--- src/rtl/sram_axi_arbiter_pkg.sv ---
// Shared constants for the SRAM-like to AXI bridge: AXI IDs, burst/size values and FSM states.
package sram_axi_arbiter_pkg;

  localparam logic [3:0] ID_INST        = 4'd0;
  localparam logic [3:0] ID_DATA        = 4'd1;
  localparam logic [3:0] ID_WRITE       = 4'd1;
  localparam logic [7:0] AXI_LEN_SINGLE = 8'd0;
  localparam logic [1:0] AXI_BURST_INCR = 2'b01;

  typedef enum logic [1:0] {RD_IDLE, RD_AR, RD_RESP} rd_state_t;
  typedef enum logic [1:0] {WR_IDLE, WR_AW_W, WR_B} wr_state_t;

  function automatic logic [2:0] axi_size(input logic [1:0] size);
    return {1'b0, size};
  endfunction

endpackage

--- src/rtl/axi_rd_arb.sv ---
// Grant logic for the shared AR slot; data wins by default, round-robin with ARB_RR_EN defined.
module axi_rd_arb (
`ifdef ARB_RR_EN
  input  logic clk,
  input  logic resetn,
`endif
  input  logic req_inst,
  input  logic req_data,
  output logic grant_inst,
  output logic grant_data
);

`ifdef ARB_RR_EN
  logic last_data;

  always_ff @(posedge clk or negedge resetn) begin
    if (!resetn) begin
      last_data <= 1'b0;
    end else if (grant_inst || grant_data) begin
      last_data <= grant_data;
    end
  end

  always_comb begin
    grant_data = req_data && (!req_inst || !last_data);
    grant_inst = req_inst && !grant_data;
  end
`else
  always_comb begin
    grant_data = req_data;
    grant_inst = req_inst && !req_data;
  end
`endif

endmodule

--- src/rtl/sram_axi_arbiter.sv ---
// Bridges fetch/memory-stage SRAM-like ports onto one AXI master; reads of the two IDs overlap.
// ARB_RR_EN selects round-robin AR arbitration instead of fixed data priority.
module sram_axi_arbiter
  import sram_axi_arbiter_pkg::*;
(
  input  logic        clk,
  input  logic        resetn,

  input  logic        inst_sram_req,
  input  logic        inst_sram_wr,
  input  logic [1:0]  inst_sram_size,
  input  logic [3:0]  inst_sram_wstrb,
  input  logic [31:0] inst_sram_addr,
  input  logic [31:0] inst_sram_wdata,
  output logic        inst_sram_addr_ok,
  output logic        inst_sram_data_ok,
  output logic [31:0] inst_sram_rdata,

  input  logic        data_sram_req,
  input  logic        data_sram_wr,
  input  logic [1:0]  data_sram_size,
  input  logic [3:0]  data_sram_wstrb,
  input  logic [31:0] data_sram_addr,
  input  logic [31:0] data_sram_wdata,
  output logic        data_sram_addr_ok,
  output logic        data_sram_data_ok,
  output logic [31:0] data_sram_rdata,

  output logic [3:0]  arid,
  output logic [31:0] araddr,
  output logic [7:0]  arlen,
  output logic [2:0]  arsize,
  output logic [1:0]  arburst,
  output logic [1:0]  arlock,
  output logic [3:0]  arcache,
  output logic [2:0]  arprot,
  output logic        arvalid,
  input  logic        arready,

  input  logic [3:0]  rid,
  input  logic [31:0] rdata,
  input  logic        rvalid,
  output logic        rready,

  output logic [3:0]  awid,
  output logic [31:0] awaddr,
  output logic [7:0]  awlen,
  output logic [2:0]  awsize,
  output logic [1:0]  awburst,
  output logic [1:0]  awlock,
  output logic [3:0]  awcache,
  output logic [2:0]  awprot,
  output logic        awvalid,
  input  logic        awready,

  output logic [3:0]  wid,
  output logic [31:0] wdata,
  output logic [3:0]  wstrb,
  output logic        wlast,
  output logic        wvalid,
  input  logic        wready,

  input  logic        bvalid,
  output logic        bready
);

  rd_state_t inst_rd, inst_rd_next;
  rd_state_t data_rd, data_rd_next;
  wr_state_t wr_st, wr_st_next;

  logic [3:0]  ar_id_q;
  logic [31:0] ar_addr_q;
  logic [2:0]  ar_size_q;
  logic [31:0] aw_addr_q;
  logic [2:0]  aw_size_q;
  logic [31:0] w_data_q;
  logic [3:0]  w_strb_q;
  logic        aw_pend, w_pend;

  logic inst_idle, data_idle, ar_free, wr_take, raw_hit;
  logic req_inst, req_data, gnt_inst, gnt_data;
  logic r_inst, r_data, b_done;

  // The fetch port never writes; its write-side inputs are intentionally dropped.
  logic unused_inst;
  assign unused_inst = ^{inst_sram_wr, inst_sram_wstrb, inst_sram_wdata};

  always_comb begin
    inst_idle = (inst_rd == RD_IDLE);
    data_idle = (data_rd == RD_IDLE) && (wr_st == WR_IDLE);
    ar_free   = (inst_rd != RD_AR) && (data_rd != RD_AR);
    wr_take   = resetn && data_sram_req && data_sram_wr && data_idle;
    // A write accepted this cycle counts as pending too, since AW and AR are unordered on AXI.
    raw_hit   = ((wr_st != WR_IDLE) || wr_take) &&
                (inst_sram_addr[31:2] == (wr_take ? data_sram_addr[31:2] : aw_addr_q[31:2]));
    req_inst  = resetn && inst_sram_req && inst_idle && ar_free && !raw_hit;
    req_data  = resetn && data_sram_req && !data_sram_wr && data_idle && ar_free;
    r_inst    = rvalid && (rid == ID_INST) && (inst_rd == RD_RESP);
    r_data    = rvalid && (rid == ID_DATA) && (data_rd == RD_RESP);
    b_done    = bvalid && (wr_st == WR_B);
  end

  axi_rd_arb u_rd_arb (
`ifdef ARB_RR_EN
    .clk        (clk),
    .resetn     (resetn),
`endif
    .req_inst   (req_inst),
    .req_data   (req_data),
    .grant_inst (gnt_inst),
    .grant_data (gnt_data)
  );

  always_ff @(posedge clk or negedge resetn) begin
    if (!resetn) begin
      inst_rd <= RD_IDLE;
      data_rd <= RD_IDLE;
      wr_st   <= WR_IDLE;
    end else begin
      inst_rd <= inst_rd_next;
      data_rd <= data_rd_next;
      wr_st   <= wr_st_next;
    end
  end

  always_comb begin
    inst_rd_next = inst_rd;
    data_rd_next = data_rd;
    wr_st_next   = wr_st;
    case (inst_rd)
      RD_IDLE: if (gnt_inst) inst_rd_next = RD_AR;
      RD_AR:   if (arready)  inst_rd_next = RD_RESP;
      RD_RESP: if (r_inst)   inst_rd_next = RD_IDLE;
      default: inst_rd_next = RD_IDLE;
    endcase
    case (data_rd)
      RD_IDLE: if (gnt_data) data_rd_next = RD_AR;
      RD_AR:   if (arready)  data_rd_next = RD_RESP;
      RD_RESP: if (r_data)   data_rd_next = RD_IDLE;
      default: data_rd_next = RD_IDLE;
    endcase
    case (wr_st)
      WR_IDLE: if (wr_take) wr_st_next = WR_AW_W;
      WR_AW_W: if ((!aw_pend || awready) && (!w_pend || wready)) wr_st_next = WR_B;
      WR_B:    if (bvalid) wr_st_next = WR_IDLE;
      default: wr_st_next = WR_IDLE;
    endcase
  end

  always_ff @(posedge clk or negedge resetn) begin
    if (!resetn) begin
      ar_id_q   <= '0;
      ar_addr_q <= '0;
      ar_size_q <= '0;
      aw_addr_q <= '0;
      aw_size_q <= '0;
      w_data_q  <= '0;
      w_strb_q  <= '0;
      aw_pend   <= 1'b0;
      w_pend    <= 1'b0;
    end else begin
      if (gnt_inst) begin
        ar_id_q   <= ID_INST;
        ar_addr_q <= inst_sram_addr;
        ar_size_q <= axi_size(inst_sram_size);
      end else if (gnt_data) begin
        ar_id_q   <= ID_DATA;
        ar_addr_q <= data_sram_addr;
        ar_size_q <= axi_size(data_sram_size);
      end
      if (wr_take) begin
        aw_addr_q <= data_sram_addr;
        aw_size_q <= axi_size(data_sram_size);
        w_data_q  <= data_sram_wdata;
        w_strb_q  <= data_sram_wstrb;
        aw_pend   <= 1'b1;
        w_pend    <= 1'b1;
      end else begin
        if (awready) aw_pend <= 1'b0;
        if (wready)  w_pend  <= 1'b0;
      end
    end
  end

  always_comb begin
    arvalid           = (inst_rd == RD_AR) || (data_rd == RD_AR);
    awvalid           = (wr_st == WR_AW_W) && aw_pend;
    wvalid            = (wr_st == WR_AW_W) && w_pend;
    inst_sram_addr_ok = gnt_inst;
    data_sram_addr_ok = gnt_data || wr_take;
    inst_sram_data_ok = r_inst;
    data_sram_data_ok = r_data || b_done;
  end

  assign inst_sram_rdata = rdata;
  assign data_sram_rdata = rdata;

  assign arid    = ar_id_q;
  assign araddr  = ar_addr_q;
  assign arsize  = ar_size_q;
  assign arlen   = AXI_LEN_SINGLE;
  assign arburst = AXI_BURST_INCR;
  assign arlock  = '0;
  assign arcache = '0;
  assign arprot  = '0;
  assign rready  = 1'b1;

  assign awid    = ID_WRITE;
  assign awaddr  = aw_addr_q;
  assign awsize  = aw_size_q;
  assign awlen   = AXI_LEN_SINGLE;
  assign awburst = AXI_BURST_INCR;
  assign awlock  = '0;
  assign awcache = '0;
  assign awprot  = '0;

  assign wid     = ID_WRITE;
  assign wdata   = w_data_q;
  assign wstrb   = w_strb_q;
  assign wlast   = 1'b1;
  assign bready  = 1'b1;

endmodule

--- config.mk ---
export PLATFORM = sky130hd
export DESIGN_NAME = sram_axi_arbiter
export DESIGN_NICKNAME = d
export VERILOG_FILES = /design/src/rtl/sram_axi_arbiter_pkg.sv /design/src/rtl/axi_rd_arb.sv /design/src/rtl/sram_axi_arbiter.sv
export SDC_FILE = /design/constraint.sdc
export NUM_CORES = 1
export LEC_CHECK = 0
export CAP_MARGIN = 20
export CORE_AREA = 2 2 163 165
export CTS_BUF_LIST = sky130_fd_sc_hd__clkbuf_2 sky130_fd_sc_hd__clkbuf_4 sky130_fd_sc_hd__clkbuf_8
export DETAILED_ROUTE_END_ITERATION = 10
export DIE_AREA = 0 0 165 167
export SETUP_SLACK_MARGIN = 0.2
export SLEW_MARGIN = 5
export SYNTH_ARGS = -nofsm -noshare
export SYNTH_HDL_FRONTEND = slang
export SYNTH_HIERARCHICAL = 1
export SYNTH_SLANG_ARGS = --single-unit
--- constraint.sdc ---
create_clock -name clk -period 4.1 [get_ports clk]
set_clock_uncertainty 0.05 [all_clocks]
set_input_delay 0.82 -clock clk [delete_from_list [all_inputs] [get_ports clk]]
set_output_delay 0.82 -clock clk [all_outputs]
set_load 0.02 [all_outputs]
==> After elaboration in Yosys (flattened, before gate mapping) <==
Index checks and enable logic that the tools add are counted.
{ "classes": {"n_eq_ne": 19, "mux": 22, "n_reduce_logical": 44} }
{ "ops": {"columns": ["operator", "count"], "rows": [
  ["2-to-1 mux 32 bit", 2],
  ["== test 30 bit", 1],
  ["2-to-1 mux 30 bit", 1],
  ["logical AND 1 bit", 22],
  ["!= test 2 bit (second input constant)", 9],
  ["one-hot mux 2 bit (3 select lines)", 3],
  ["2-to-1 mux 2 bit", 8],
  ["AND reduction 3 bit", 3],
  ["2-to-1 mux 4 bit", 2],
  ["nonzero test 2 bit", 4],
  ["== test 2 x 1 -> 1 bit (second input constant)", 3],
  ["== test 2 bit (second input constant)", 3],
  ["logical NOT 2 bit", 3],
  ["logical OR 1 bit", 6],
  ["2-to-1 mux 3 bit", 2],
  ["logical NOT 1 bit", 5],
  ["== test 4 x 1 -> 1 bit (second input constant)", 1],
  ["logical NOT 4 bit", 1],
  ["2-to-1 mux 1 bit", 4],
  ["!= test 2 x 1 -> 1 bit (second input constant)", 2]
]} }
{ "word_totals": {"in_bits": 187, "elab_cells": 97, "register_bits": 117, "out_inout_bits": 230} }

==> Longest topological paths before layout <==
{ "depth": {"depth_word": 11, "mapped_depth": 14, "ltp_nobuf": 10} }

==> Cells and area by module <==
Netlist, hierarchy kept.
{ "by_module_without_submodules": {"columns": ["module", "n_inst", "seq_area_each_um2", "cells_each", "area_per_inst_um2"], "rows": [
  ["sram_axi_arbiter", 1, 2827.7, 578, 6199.7],
  ["axi_rd_arb", 1, 0.0, 2, 21.3]
]} }

==> Worst setup path after synthesis <==
No wires, ideal clock.
{ "synth_timing": {"kind": "input -> output", "start": "input port resetn", "end": "output port data_sram_addr_ok", "stages": 6, "arrival_ps": 2832, "slack_ps": 398, "path_cell_list": "and4bb_1 nor4bb_1 buf_4 clkbuf_1 buf_1 nand2b_1"} }
{ "synth_via": {"elab_chain_cells": 5, "word_cells_on_any_way": 7} }
{ "synth_rtl": {"columns": ["item", "line_no", "text"], "rows": [
  ["start: declaration", "sram_axi_arbiter.sv:7", "input logic resetn,"],
  ["logical AND 1 bit (4 in a row)", "sram_axi_arbiter.sv:97", "req_data = resetn && data_sram_req && !data_sram_wr && data_idle && ar_free;"],
  ["net req_data", "sram_axi_arbiter.sv:81", "logic req_inst, req_data, gnt_inst, gnt_data;"],
  ["logical OR 1 bit", "sram_axi_arbiter.sv:190", "data_sram_addr_ok = gnt_data || wr_take;"],
  ["end: declaration", "sram_axi_arbiter.sv:25", "output logic data_sram_addr_ok,"]
]} }
The timed path passes the listed nets, and every way through them passes these cells.

==> Worst setup path in the final report <==
{ "layout_timing": {"start": "input port data_sram_req", "end": "output port inst_sram_addr_ok"} }
{ "layout_via": {"elab_chain_cells": 9, "word_cells_on_any_way": 14} }
{ "layout_rtl": {"columns": ["item", "line_no", "text"], "rows": [
  ["start: declaration", "sram_axi_arbiter.sv:19", "input logic data_sram_req,"],
  ["logical AND 1 bit * (3 in a row)", "sram_axi_arbiter.sv:92", "wr_take = resetn && data_sram_req && data_sram_wr && data_idle;"],
  ["2-to-1 mux 30 bit", "sram_axi_arbiter.sv:95", "(inst_sram_addr[31:2] == (wr_take ? data_sram_addr[31:2] : aw_addr_q[31:2]));"],
  ["== test 30 bit", "sram_axi_arbiter.sv:95", null],
  ["logical AND 1 bit *", "sram_axi_arbiter.sv:94", "raw_hit = ((wr_st != WR_IDLE) || wr_take) &&"],
  ["logical NOT 1 bit *", "sram_axi_arbiter.sv:96", "req_inst = resetn && inst_sram_req && inst_idle && ar_free && !raw_hit;"],
  ["logical AND 1 bit *", "sram_axi_arbiter.sv:96", null],
  ["net req_inst", "sram_axi_arbiter.sv:81", null],
  ["logical AND 1 bit *", "axi_rd_arb.sv:31", "grant_inst = req_inst && !req_data;"],
  ["end: declaration", "sram_axi_arbiter.sv:15", "output logic inst_sram_addr_ok,"]
]} }
Mark *: on every way through the listed nets, which the timed path passes. The rest lies on a longest branch.

==> key figures <==
Die
  – Die ar.: 0.0276 mm2
  – Core area: 0.0258 mm2
  – Die Y: 167 um
  – Initial Util: 24.1%
  – I/O pin count: 417
  – Die width: 165 um
  – Rows: 59

Power
  – Sequential Power Share: 31.7%
  – P per Cell Area: 680 mW/mm2
  – Leak Pwr: 4.00 nW
  – Switching share of power: 39.6%
  – Combinational share of power: 51.1%
  – Worst vdd ir: 0.000371 V
  – Int Pwr: 3.81 mW
  – Clock network fraction of design power: 17.2%
  – Switching pwr: 2.49 mW

Detailed routing
  – DRC violations left: 0
  – Routed Antenna Nets: 0
  – DRT iter0 DRCs: 125
  – DR WL/cell: 17.8 um
  – Drt pass-1 iters: 4
  – Vias: 4910
  – Final WL: 20.7 mm
  – Drt via density: 4.21

Outcome
  – Status: completed

Logic synthesis
  – Synth Area in Adders: 0%
  – Xor-xnor portion of the synthesized cell area: 2.39%
  – Post-Synth Simple-Gate Area: 7.60%
  – Main combinational cell family by area after synthesis: buffers and inverters
  – Count of different cell masters after synthesis: 54
  – Sequential share of the synthesized area: 45.5%
  – Yosys synthesis warning count: 6
  – Primary flip-flop cell chosen by synthesis mapping: dfrtp_1
  – Mapped Area: 0.00622 mm2
  – Syn Area/Cell: 10.7 um2
  – Post-synthesis compound-gate area fraction: 9.03%
  – FFs w/ async S/R, synth: 100%
  – Mapped Cells: 580
  – Post-synth EDFFs: 0
  – Mux share of post-synthesis cell area: 17.5%
  – FF+latch count, synth: 113

Clock network
  – Worst-path clk slew: 0.08 ns
  – Clock root buffer: clkbuf_8
  – # hold bufs at CTS: 0
  – Number of buffers created by CTS: 17
  – TritonCTS clock tree: built
  – Skew-Pair Late Insertion Delay: 0.43 ns
  – Max clock buf depth: 2
  – Clk sinks: 113
  – Htree depth: 4

Worst setup path
  – Crit Path Max Fanout: 5
  – WP buf/inv: 4
  – Crit Path Class: input pin to output pin
  – CP cell instances: buf_6, and4bb_2, nand3_4, buf_6, or4b_4, a21bo_4, a221oi_2, buf_4, a2111oi_4, a21oi_2, nor2b_4, buf_6
  – Data arrival time of the worst path: 3.07 ns
  – WP data required: 3.23 ns
  – Top cell by count, worst path: buf_6
  – Slowest CP cell: or4b_4
  – CP delay by family, top: simple AND/OR/NAND/NOR gates
  – Worst Setup End Kind: output pin
  – Slowest cell delay on critical path: 0.46 ns
  – Startpoint types: input pin

Placed design
  – Place WS: -0.822 ns
  – Post-placement cell count: 1119
  – Post-DP HPWL: 15.7 mm
  – Placer Congestion: 0.819
  – I/O Buffers: 229

Worst hold path
  – Worst min path class: input pin to async pin

GRT
  – Global-route wire length before repair: 31.5 mm
  – Gr usage total: 15.4%
  – Pin count of the biggest net entering global routing: 71
  – Initial antenna violation count: 4
  – Total gr overflow: 0
  – Vias in the first global route: 5279

Layout
  – Final net count: 1006
  – Post-Layout Cell Count: 1167
  – Layout area overhead: 49.1%
  – Layout cell share with drive strength beyond 1: 24.5%
  – Ant. Diodes: 0

STA
  – Fmax: 254 MHz
  – Final Setup Violations: 0
  – Final Hold Fails: 0
  – Final min period: 3.94 ns
  – RSZ-0062 raised after global routing: true
  – Worst Max-Slew Pin Slew: 0.985 ns
  – Period utilisation layout: 96.0%
  – Final slew viol count: 0
  – Slew HR: 34.3%
  – Final WS setup: 0.163 ns

Flow run
  – MaxCap Viol Count: 0
-- layout by cell type, fill, tap and decap left out, drive strengths merged, types with 2 or more instances in the layout --
master and instances:
a222oi 2, mux2 63, or4 2, bufinv 2, a211oi 2, clkinvlp 2
nand4 4, dlygate4sd2 13, a221oi 4, nor2 10, conb 54, nand2 48
mux2i 37, nand2b 11, dfrtp 113, o2bb2ai 2, nor3 2, clkinv 8
o221a 2, xor2 6, a2bb2oi 3, o21ai 40, buf 81, a22oi 3
inv 36, o22ai 8, clkbuf 17, nor2b 2, nor4bb 2, nand3 4
and3b 2, o221ai 3, xnor2 11, clkdlybuf4s50 213, a21oi 6
-- power by group through the flow --
stage | combinational, mW | sequential [mW] | clock, mW
final | 3.22 | 2.00 | 1.09
after global routing | 3.45 | 2.07 | 1.19
after CTS | 3.27 | 2.01 | 1.14
after detailed placement | 3.19 | 2.02 | 0
after global placement | 3.17 | 2.00 | 0
after floorplan | 1.04 | 2.61 | 0
-- metal layers --
metal  global-route usage [%]  up-vias  wire length, um
li1                         -     2299                -
met1                     18.4     2344             8460
met2                     25.0      220             9910
met3                     6.63       39             1870
met4                     4.76        8              467
met5                        0        -               39
-- timing repair --
item	4_1_cts	5_1_grt
setup buffers	15	0
endpoints found under the setup margin	1	1
resized for setup	49	2
pin swaps	15	0
gates cloned	1	0
-- worst register-to-register path, cell delays in order (launching register included) --
cell	delay, ns
dfrtp_1	0.38
and4bb_2	0.36
nand3_4	0.15
buf_4	0.18
buf_4	0.16
mux2_1	0.33
o22ai_1	0.42
a2111oi_4	0.07
a21oi_2	0.16
nor2b_4	0.16
buf_4	0.58
o21ai_0	0.25
-- path summary, 6_finish.rpt --
check	slack [ns]	cells past startpoint	endpoint	startpoint
min in group clk	0.46	1	wdata[13]	wdata[13]
max	0.16	12	inst_sram_addr_ok	data_sram_req
min reg2reg	0.46	1	wdata[13]	wdata[13]
min	0.42	2	wdata[29]	resetn
max reg2reg	0.70	11	araddr[15]	data_rd[1]
max in group asynchronous	2.14	3	araddr[4]	resetn
-- synth_stat cells (3+ instances only) --
cell      count  area [um2]
mux2i_1      37         370
a221oi_1      4        35.0
mux2_4        3        45.0
nand4_1       4        25.0
o21ai_0      36         180
buf_1         4        15.0
buf_4       119         893
xor2_1        6        52.6
clkbuf_1     10        37.5
dfrtp_1     113        2830
mux2_2       56         631
nor2_1       10        37.5
inv_1        33         124
o221ai_1      3        26.3
a21oi_1       6        30.0
mux2_1        4        45.0
xnor2_1      11        96.3
nand2b_1     11        68.8
o22ai_1       8        50.1
buf_2         6        30.0
o21ai_1       4        20.0
nand2_1      48         180
-- registers in the layout (all words and copies together) (netlist names) --
register  count
wdata        32
w_pend        1
araddr       32
data_rd       2
awaddr       32
wstrb         4
awsize        2
inst_rd       2
arsize        2
arid          1
wr_st         2
aw_pend       1
-- logic make-up after synthesis --
logic type	count (synthesis)
simple gates	92
mux	100
compound gates	83
buf+inv	173
flops	113
other cells	2
xor+xnor	17
-- layout make-up --
type                    count  area [um2]
multi-input cells         347        2640
repair buffers            307        2870
flip-flops and latches    113        2830
fillers                  2619       16500
clock buffers              17         234
clock inverters            15         160
inverters                  33         124
well taps                 335         419
-- per-stage QoR --
stage	total power [mW]	hold slack [ns]	utilization [%]	cell area, um2	TNS [ns]
2_1_floorplan	3.65	0.409	-	6420	0
3_3_place_gp	5.16	0.436	33.5	8630	-5.89
3_5_place_dp	5.20	0.443	33.5	8630	-9.18
4_1_cts	6.42	0.409	35.9	9260	0
5_1_grt	6.71	0.440	36.0	9280	0
6_report	6.31	0.422	36.0	9280	0
(Power assumes the default switching activity.)
